--- src/rtl/uart_tx_ctrl.sv ---
// UART transmit frame sequencer: start, data (via serializer), optional parity, stop.
// Optional second stop bit: define UART_TX_TWO_STOP_EN.
`timescale 1ns/1ps
module uart_tx_ctrl #(
  parameter int unsigned DATA_W = 8,
  parameter int unsigned CNT_W  = 4
) (
  input  logic              clk,
  input  logic              rst,
  input  logic [DATA_W-1:0] data_in,
  input  logic              data_valid,
  input  logic              par_en,
  input  logic              par_type,
  input  logic              baud_tick,
  input  logic              ser_done,
  output logic              ser_load,
  output logic              ser_en,
  output logic [1:0]        mux_sel,
  output logic              par_bit,
  output logic              busy,
  output logic              tx_done,
  output logic              frame_err
);

  localparam logic [1:0] SEL_START = 2'b00;
  localparam logic [1:0] SEL_IDLE  = 2'b01;
  localparam logic [1:0] SEL_DATA  = 2'b10;
  localparam logic [1:0] SEL_PAR   = 2'b11;
  localparam logic [CNT_W-1:0] LAST_BIT = CNT_W'(DATA_W - 1);

`ifdef UART_TX_TWO_STOP_EN
  typedef enum logic [2:0] {IDLE, START, DATA, PARITY, STOP, STOP2} state_t;
`else
  typedef enum logic [2:0] {IDLE, START, DATA, PARITY, STOP} state_t;
`endif

  state_t           state_q;
  logic [CNT_W-1:0] bit_cnt_q;
  logic             par_en_q;
  logic             ser_load_q;
  logic [1:0]       mux_sel_q;
  logic             par_bit_q;
  logic             busy_q;
  logic             tx_done_q;
  logic             frame_err_q;
  logic             last_stop_c;
  logic             accept_c;

  // The final stop state is where a frame closes and a new byte may be taken.
`ifdef UART_TX_TWO_STOP_EN
  assign last_stop_c = (state_q == STOP2);
`else
  assign last_stop_c = (state_q == STOP);
`endif

  // Accept in IDLE, or back-to-back on the tick that ends the stop bit.
  assign accept_c = data_valid & ((state_q == IDLE) | (last_stop_c & baud_tick));

  // Shift enable follows the tick directly so the serializer moves on the same edge.
  assign ser_en = (state_q == DATA) & baud_tick;

  // Frame sequencer with registered controls; accept overrides the stop-exit values.
  always_ff @(posedge clk) begin
    if (!rst) begin
      state_q     <= IDLE;
      bit_cnt_q   <= '0;
      par_en_q    <= 1'b0;
      ser_load_q  <= 1'b0;
      mux_sel_q   <= SEL_IDLE;
      par_bit_q   <= 1'b0;
      busy_q      <= 1'b0;
      tx_done_q   <= 1'b0;
      frame_err_q <= 1'b0;
    end else begin
      ser_load_q <= 1'b0;
      tx_done_q  <= 1'b0;
      case (state_q)
        IDLE: begin
          mux_sel_q <= SEL_IDLE;
          busy_q    <= 1'b0;
        end
        START: begin
          if (baud_tick) begin
            state_q   <= DATA;
            bit_cnt_q <= '0;
            mux_sel_q <= SEL_DATA;
          end
        end
        DATA: begin
          if (baud_tick) begin
            bit_cnt_q <= bit_cnt_q + CNT_W'(1);
            if (ser_done) begin
              state_q   <= par_en_q ? PARITY : STOP;
              mux_sel_q <= par_en_q ? SEL_PAR : SEL_IDLE;
            end else if (bit_cnt_q == LAST_BIT) begin
              frame_err_q <= 1'b1;
              state_q     <= STOP;
              mux_sel_q   <= SEL_IDLE;
            end
          end
        end
        PARITY: begin
          if (baud_tick) begin
            state_q   <= STOP;
            mux_sel_q <= SEL_IDLE;
          end
        end
`ifdef UART_TX_TWO_STOP_EN
        STOP: begin
          if (baud_tick) begin
            state_q <= STOP2;
          end
        end
        STOP2: begin
          if (baud_tick) begin
            state_q   <= IDLE;
            tx_done_q <= 1'b1;
            busy_q    <= 1'b0;
          end
        end
`else
        STOP: begin
          if (baud_tick) begin
            state_q   <= IDLE;
            tx_done_q <= 1'b1;
            busy_q    <= 1'b0;
          end
        end
`endif
        default: begin
          state_q   <= IDLE;
          mux_sel_q <= SEL_IDLE;
          busy_q    <= 1'b0;
        end
      endcase
      if (accept_c) begin
        par_bit_q  <= (^data_in) ^ par_type;
        par_en_q   <= par_en;
        ser_load_q <= 1'b1;
        busy_q     <= 1'b1;
        state_q    <= START;
        mux_sel_q  <= SEL_START;
      end
    end
  end

  assign ser_load  = ser_load_q;
  assign mux_sel   = mux_sel_q;
  assign par_bit   = par_bit_q;
  assign busy      = busy_q;
  assign tx_done   = tx_done_q;
  assign frame_err = frame_err_q;

endmodule

--- config.mk ---
export PLATFORM = sky130hd
export DESIGN_NAME = uart_tx_ctrl
export DESIGN_NICKNAME = d
export VERILOG_FILES = /design/src/rtl/uart_tx_ctrl.sv
export SDC_FILE = /design/constraint.sdc
export NUM_CORES = 1
export LEC_CHECK = 0
export CORE_ASPECT_RATIO = 0.9
export CORE_MARGIN = 2
export CORE_UTILIZATION = 42
export CTS_CLUSTER_SIZE = 28
export DETAILED_ROUTE_END_ITERATION = 8
export PLACE_DENSITY = 0.73
export SYNTH_ARGS = -nofsm -noshare
export SYNTH_HDL_FRONTEND = slang
export SYNTH_SLANG_ARGS = --single-unit
--- constraint.sdc ---
create_clock -name clk -period 1.8 [get_ports clk]
set_clock_uncertainty 0.2 [all_clocks]
set_input_delay 0.18 -clock clk [delete_from_list [all_inputs] [get_ports clk]]
set_output_delay 0.18 -clock clk [all_outputs]
set_load 0.1 [all_outputs]
==> flow_summary.json, run 1 <==
{
  "status": "finished clean",
  "grt.met3_usage": 0.0781,
  "regMostFlops": "bit_cnt_q",
  "grt_max_degree": 18,
  "hold_depth": 2,
  "hold_viol": 0,
  "clock_sinks": 15,
  "synth_flop_cell": "dfxtp_1",
  "slew_violations": 0,
  "largest_reg_flops": 4,
  "async_flop_share": 0,
  "setup_viol": 0,
  "gr-usage-met2": 0.458,
  "finalWirelength_um": 2670,
  "fp-row-count": 15,
  "yosysMostFrequentCell": "dfxtp_1",
  "path_cells": "ha_4, and3b_1, nor3b_1, buf_4, or4_4, a21oi_2",
  "use_met1": 0.241,
  "yosys.area.top_type": "dfxtp_1",
  "htree_levels": 1,
  "critPathMaxStageDelay_ns": 0.47,
  "clk_path_buf_depth": 2,
  "p_leak_nw": 0.568,
  "ioPinCount": 23,
  "layout-drive-gt1-share": 0.331,
  "worstPathArrival_ns": 1.78,
  "syn_inst": 105,
  "cp.required_ns": 1.83,
  "synth_area_leaders": "dfxtp_1 34%, a21oi_1 6.7%, o21ai_0 5.1%",
  "grt_pass1_vias": 958,
  "drc": 0,
  "slowest_stage": "or4_4",
  "end_kind": "flip-flop",
  "drtIter0Drc": 24,
  "crit_type": "reg -> reg",
  "grt_pass1_wl_um": 4150,
  "grtUsageTotal": 0.234,
  "syn2layout_area_growth_pct": 61.4,
  "hp-class": "reg -> reg",
  "timing.fmax_mhz": 572,
  "port-buffer-count": 22,
  "ys_warn_count": 0,
  "worstPathMaxFanout": 3,
  "tightest_slew_ns": 0.320,
  "core_area_sq_um": 1950,
  "die_area_sq_um": 2510,
  "wl_per_cell_um": 15.5,
  "synth_common_cells": "15 x dfxtp_1, 12 x a21oi_1, 9 x o21ai_0",
  "netlist_area_sq_um": 891,
  "setup_tns_ns": 0,
  "grt_overflow_total": 0,
  "num_antenna_cells": 0,
  "cts_tree": "built",
  "clk_latency_ns": 0.29,
  "final_util": 0.737,
  "die_w_um": 52.5,
  "syn_avg_cell_area_sq_um": 8.48,
  "fin_crit_sh": 0.971,
  "synth_nets": 121,
  "relSlewSlack": 0.785,
  "cts_root_buf": "clkbuf_4",
  "period_minus_slack_ns": 1.75,
  "synth.top_cell.area_share": 0.337,
  "initial_core_util": 0.456,
  "gp_congestion": 0.869,
  "viasPerCell": 5.57,
  "fill_cells": 140,
  "seq_area_frac_synth": 0.337,
  "yosys_register_bits": 15,
  "start_kind": "flip-flop",
  "cap_violations": 0,
  "die_y_um": 47.7,
  "first_pass_iters": 5,
  "ant_nets": 0,
  "dpl.hpwl_um": 1940,
  "busiest_layer": "met2",
  "numCtsBuffers": 3,
  "synth_edf_count": 0,
  "ir_worst_vdd_uv": 543,
  "vias": 963,
  "rr_worst_depth": 6,
  "clkTransAtPathRegs_ns": 0.09,
  "nets": 165,
  "synth_cell_type_count": 42,
  "antenna_found_initial": 0,
  "p_per_area_nw_per_um2": 588
}
==> logic make-up after synthesis <==
| kind of cell | count (synthesis) | synth area share |
|---|---|---|
| buf+inv | 9 | 0.0548 |
| fa+ha+maj | 1 | 0.0140 |
| xor+xnor | 6 | 0.0744 |
| flops | 15 | 0.337 |
| mux | 2 | 0.0281 |
| compound gates | 31 | 0.208 |
| simple gates | 41 | 0.284 |
==> worst paths after layout <==
path                            slack, ns          to         start
worst max-delay path                 0.05  mux_sel[1]  bit_cnt_q[1]
worst min-delay path                 0.30        busy          busy
worst min register to register       0.30        busy          busy
worst max register to register       0.05  mux_sel[1]  bit_cnt_q[1]
==> cell type report <==
cell class,instances,area (sq um),share of cell area
multi-input cells,81,591,0.411
well taps,25,31.3,0.0218
inverters,4,15.0,0.0104
clock buffers,4,26.3,0.0183
repair buffers,44,465,0.324
flip-flops and latches,15,309,0.215
==> worst max-delay path: cells and delay by family (launching register included) <==
kind                     cells  cell delay, ns
AND/OR/NAND/NOR              3            0.72
AO/OA/AOI/OAI                1            0.11
buffers and inverters        1            0.15
flip-flops                   1            0.36
adder cells (fa/ha/maj)      1            0.14
==> per-layer routing <==
layer | vias to the layer above | wire length, um
met2 | 35 | 1410
met1 | 450 | 1060
li1 | 464 | -
met4 | 0 | 65
met3 | 14 | 139
met5 | - | 0
==> power breakdown <==
group,leakage (nW),total (mW),internal (mW),switching (mW)
Clock,0.0150,0.199,0.0862,0.113
Sequential,0.125,0.362,0.345,0.0173
Combinational,0.428,0.284,0.132,0.151
Total,0.568,0.845,0.564,0.281
==> placed cells by master (no fill, tap or decap), types with 2 or more instances in the layout <==
| cell | instances |
|---|---|
| o211ai_1 | 2 |
| a21boi_0 | 2 |
| xnor2_1 | 3 |
| nor3_1 | 2 |
| inv_1 | 3 |
| nor2b_1 | 2 |
| dfxtp_2 | 4 |
| o21a_1 | 2 |
| buf_4 | 22 |
| nand2b_1 | 4 |
| xor2_1 | 2 |
| clkbuf_4 | 3 |
| buf_12 | 8 |
| clkdlybuf4s50_1 | 14 |
| o21ai_0 | 9 |
| or4_1 | 2 |
| dfxtp_1 | 10 |
| nor2_1 | 3 |
| nand3_1 | 4 |
| a21oi_1 | 11 |
| nand2_1 | 8 |
==> metrics by stage <==
step | instance area (sq um) | instances | setup slack (ns) | power, mW | hold slack, ns
finish | 1440 | 173 | 0.0515 | 0.845 | 0.297
global route | 1440 | 173 | -0.0114 | 0.880 | 0.323
CTS | 1390 | 171 | 0.00331 | 0.842 | 0.298
detailed placement | 1340 | 167 | -0.230 | 0.644 | 0.286
global placement | 1340 | 167 | -0.137 | 0.634 | 0.283
floorplan | 892 | 105 | 0.0822 | 0.521 | 0.0562
==> what timing repair did <==
item,CTS,global route
setup endpoints to repair,3,4
gates cloned,0,0
buffers inserted,0,2
hold endpoints to repair,0,0
resized for setup,7,8
hold buffers,0,0
pin swaps,0,3
Note: power is estimated with default switching activity, not from simulation.
==> run 2, diff against run 1 <==
- clock period: 1.8 -> 1.55 ns (I/O delays scaled with it)
==> flow_summary.json, run 2 (same netlist as run 1, synthesis figures left out) <==
{
  "numCtsBuffers": 3,
  "grt_max_degree": 9,
  "dpl.hpwl_um": 2040,
  "multi_input_area_sq_um": 667,
  "largest_reg_flops": 4,
  "htree_levels": 1,
  "first_pass_iters": 4,
  "rsz0062_at_grt": "true",
  "worstHoldStart": "par_en",
  "fill_cells": 106,
  "clkTransAtPathRegs_ns": 0.09,
  "violations": "negative setup slack",
  "grt_pass1_wl_um": 4460,
  "crit_type": "reg -> out",
  "start_kind": "flip-flop",
  "die_y_um": 47.7,
  "hold_viol": 0,
  "hold_buffers": 0,
  "viasPerCell": 5.68,
  "initial_core_util": 0.456,
  "ant_nets": 0,
  "finalWirelength_um": 3410,
  "period_minus_slack_ns": 1.74,
  "tightest_slew_ns": 0.300,
  "nets": 180,
  "clk_path_buf_depth": 2,
  "die_area_sq_um": 2510,
  "p_seq_frac": 0.406,
  "cts_tree": "built",
  "die_w_um": 52.5,
  "worstPathMaxFanout": 7,
  "regArea_sq_um": 317,
  "power_mw": 1.04,
  "dp_slack_ns": -0.419,
  "drc": 0,
  "status": "finished, violations left",
  "timing.fmax_mhz": 575,
  "p_int_mw": 0.687,
  "clock_sinks": 15,
  "layout-drive-gt1-share": 0.497,
  "relSlewSlack": 0.799,
  "p_leak_nw": 0.677,
  "end_kind": "primary output",
  "antenna_found_initial": 0,
  "grt_pass1_vias": 1002,
  "ir_worst_vdd_uv": 614,
  "port-buffer-count": 22,
  "gp_congestion": 0.850,
  "p_per_area_nw_per_um2": 629,
  "grt_overflow_total": 0,
  "sw_frac_of_total": 0.339,
  "setup_ws_ns": -0.188,
  "regMostFlops": "bit_cnt_q",
  "final_cell_mix": "31 x buf_4, 10 x clkdlybuf4s50_1, 8 x nand2_1, 8 x dfxtp_1, 8 x buf_12",
  "vias": 1067,
  "wl_per_cell_um": 18.2,
  "ioPinCount": 23,
  "p_sw_mw": 0.353,
  "worstPathArrival_ns": 1.38,
  "fp-row-count": 15,
  "slew_violations": 0,
  "pwr-share-comb": 0.367,
  "cap_violations": 0,
  "setup_viol": 10,
  "layout_commonest_cell": "buf_4",
  "crit_start": "state_q[1]",
  "fin_crit_sh": 1.12,
  "syn2layout_area_growth_pct": 85.4,
  "grtUsageTotal": 0.248,
  "hp-class": "in -> reg",
  "drtIter0Drc": 26,
  "core_area_sq_um": 1950,
  "r2r_start": "bit_cnt_q[0]",
  "cts_root_buf": "clkbuf_4",
  "num_antenna_cells": 0,
  "clk_latency_ns": 0.30,
  "p_clk_frac": 0.226,
  "cp.required_ns": 1.19
}
[run 2: cell types whose count changed in the layout (fill, tap and decap cells not counted), sizes merged]
cell,previous run,this run
dlygate4sd2,0,4
clkdlybuf4s50,14,10
buf,30,45
[run 2: path summary, 6_finish.rpt]
kind	cells after the start	endpoint	slack, ns
setup reg to reg	5	mux_sel[1]	-0.17
hold / removal	3	par_en_q	0.26
hold reg to reg	2	mux_sel[1]	0.34
setup / recovery	4	ser_en	-0.19
[run 2: metal layers]
layer,part of all wire,GRT usage,vias up
met1,0.41,0.289,520
met5,0,0,-
met3,0.049,0.0750,10
met2,0.51,0.455,39
li1,-,-,498
met4,0.027,0.0564,0
[run 2: worst max-delay path, cell delays in order (launching register included)]
cell     delay [ns]
dfxtp_4        0.41
nor3b_4        0.21
buf_4          0.15
and2_4         0.15
buf_12         0.17
[run 2: stage by stage]
stage	TNS [ns]	util	hold WS, ns	instances	area (sq um)
floorplan	-0.105	-	0.0311	105	921
global placement	-2.83	0.726	0.283	174	1420
finish	-0.810	0.846	0.264	188	1650
detailed placement	-3.54	0.726	0.310	174	1420
global route	-1.26	0.846	0.320	188	1650
CTS	-0.387	0.797	0.283	184	1560
[run 2: repair_timing]
item	in CTS	in global routing
pin swaps	17	8
resized for setup	25	15
endpoints found under the setup margin	10	11
setup buffers	8	5
[run 2: power by group through the flow]
| stage | registers, mW | logic (mW) | clock network (mW) |
|---|---|---|---|
| floorplan | 0.502 | 0.105 | 0 |
| global placement | 0.432 | 0.325 | 0 |
| detailed placement | 0.431 | 0.334 | 0 |
| CTS | 0.423 | 0.353 | 0.230 |
| global route | 0.424 | 0.400 | 0.253 |
| finish | 0.422 | 0.382 | 0.235 |
[run 2: area by class of cell]
class	instances	share of cell area
timing repair buffer	59	0.361
inverter	4	0.00909
multi-input combinational	81	0.404
sequential	15	0.192
clock buffer	4	0.0159
tap	25	0.0189
==> run 3, diff against run 2 <==
- CTS_CLUSTER_DIAMETER: default -> 40
==> results of run 3 <==
No change in the layout: final DEF, timing and power equal those of run 2.
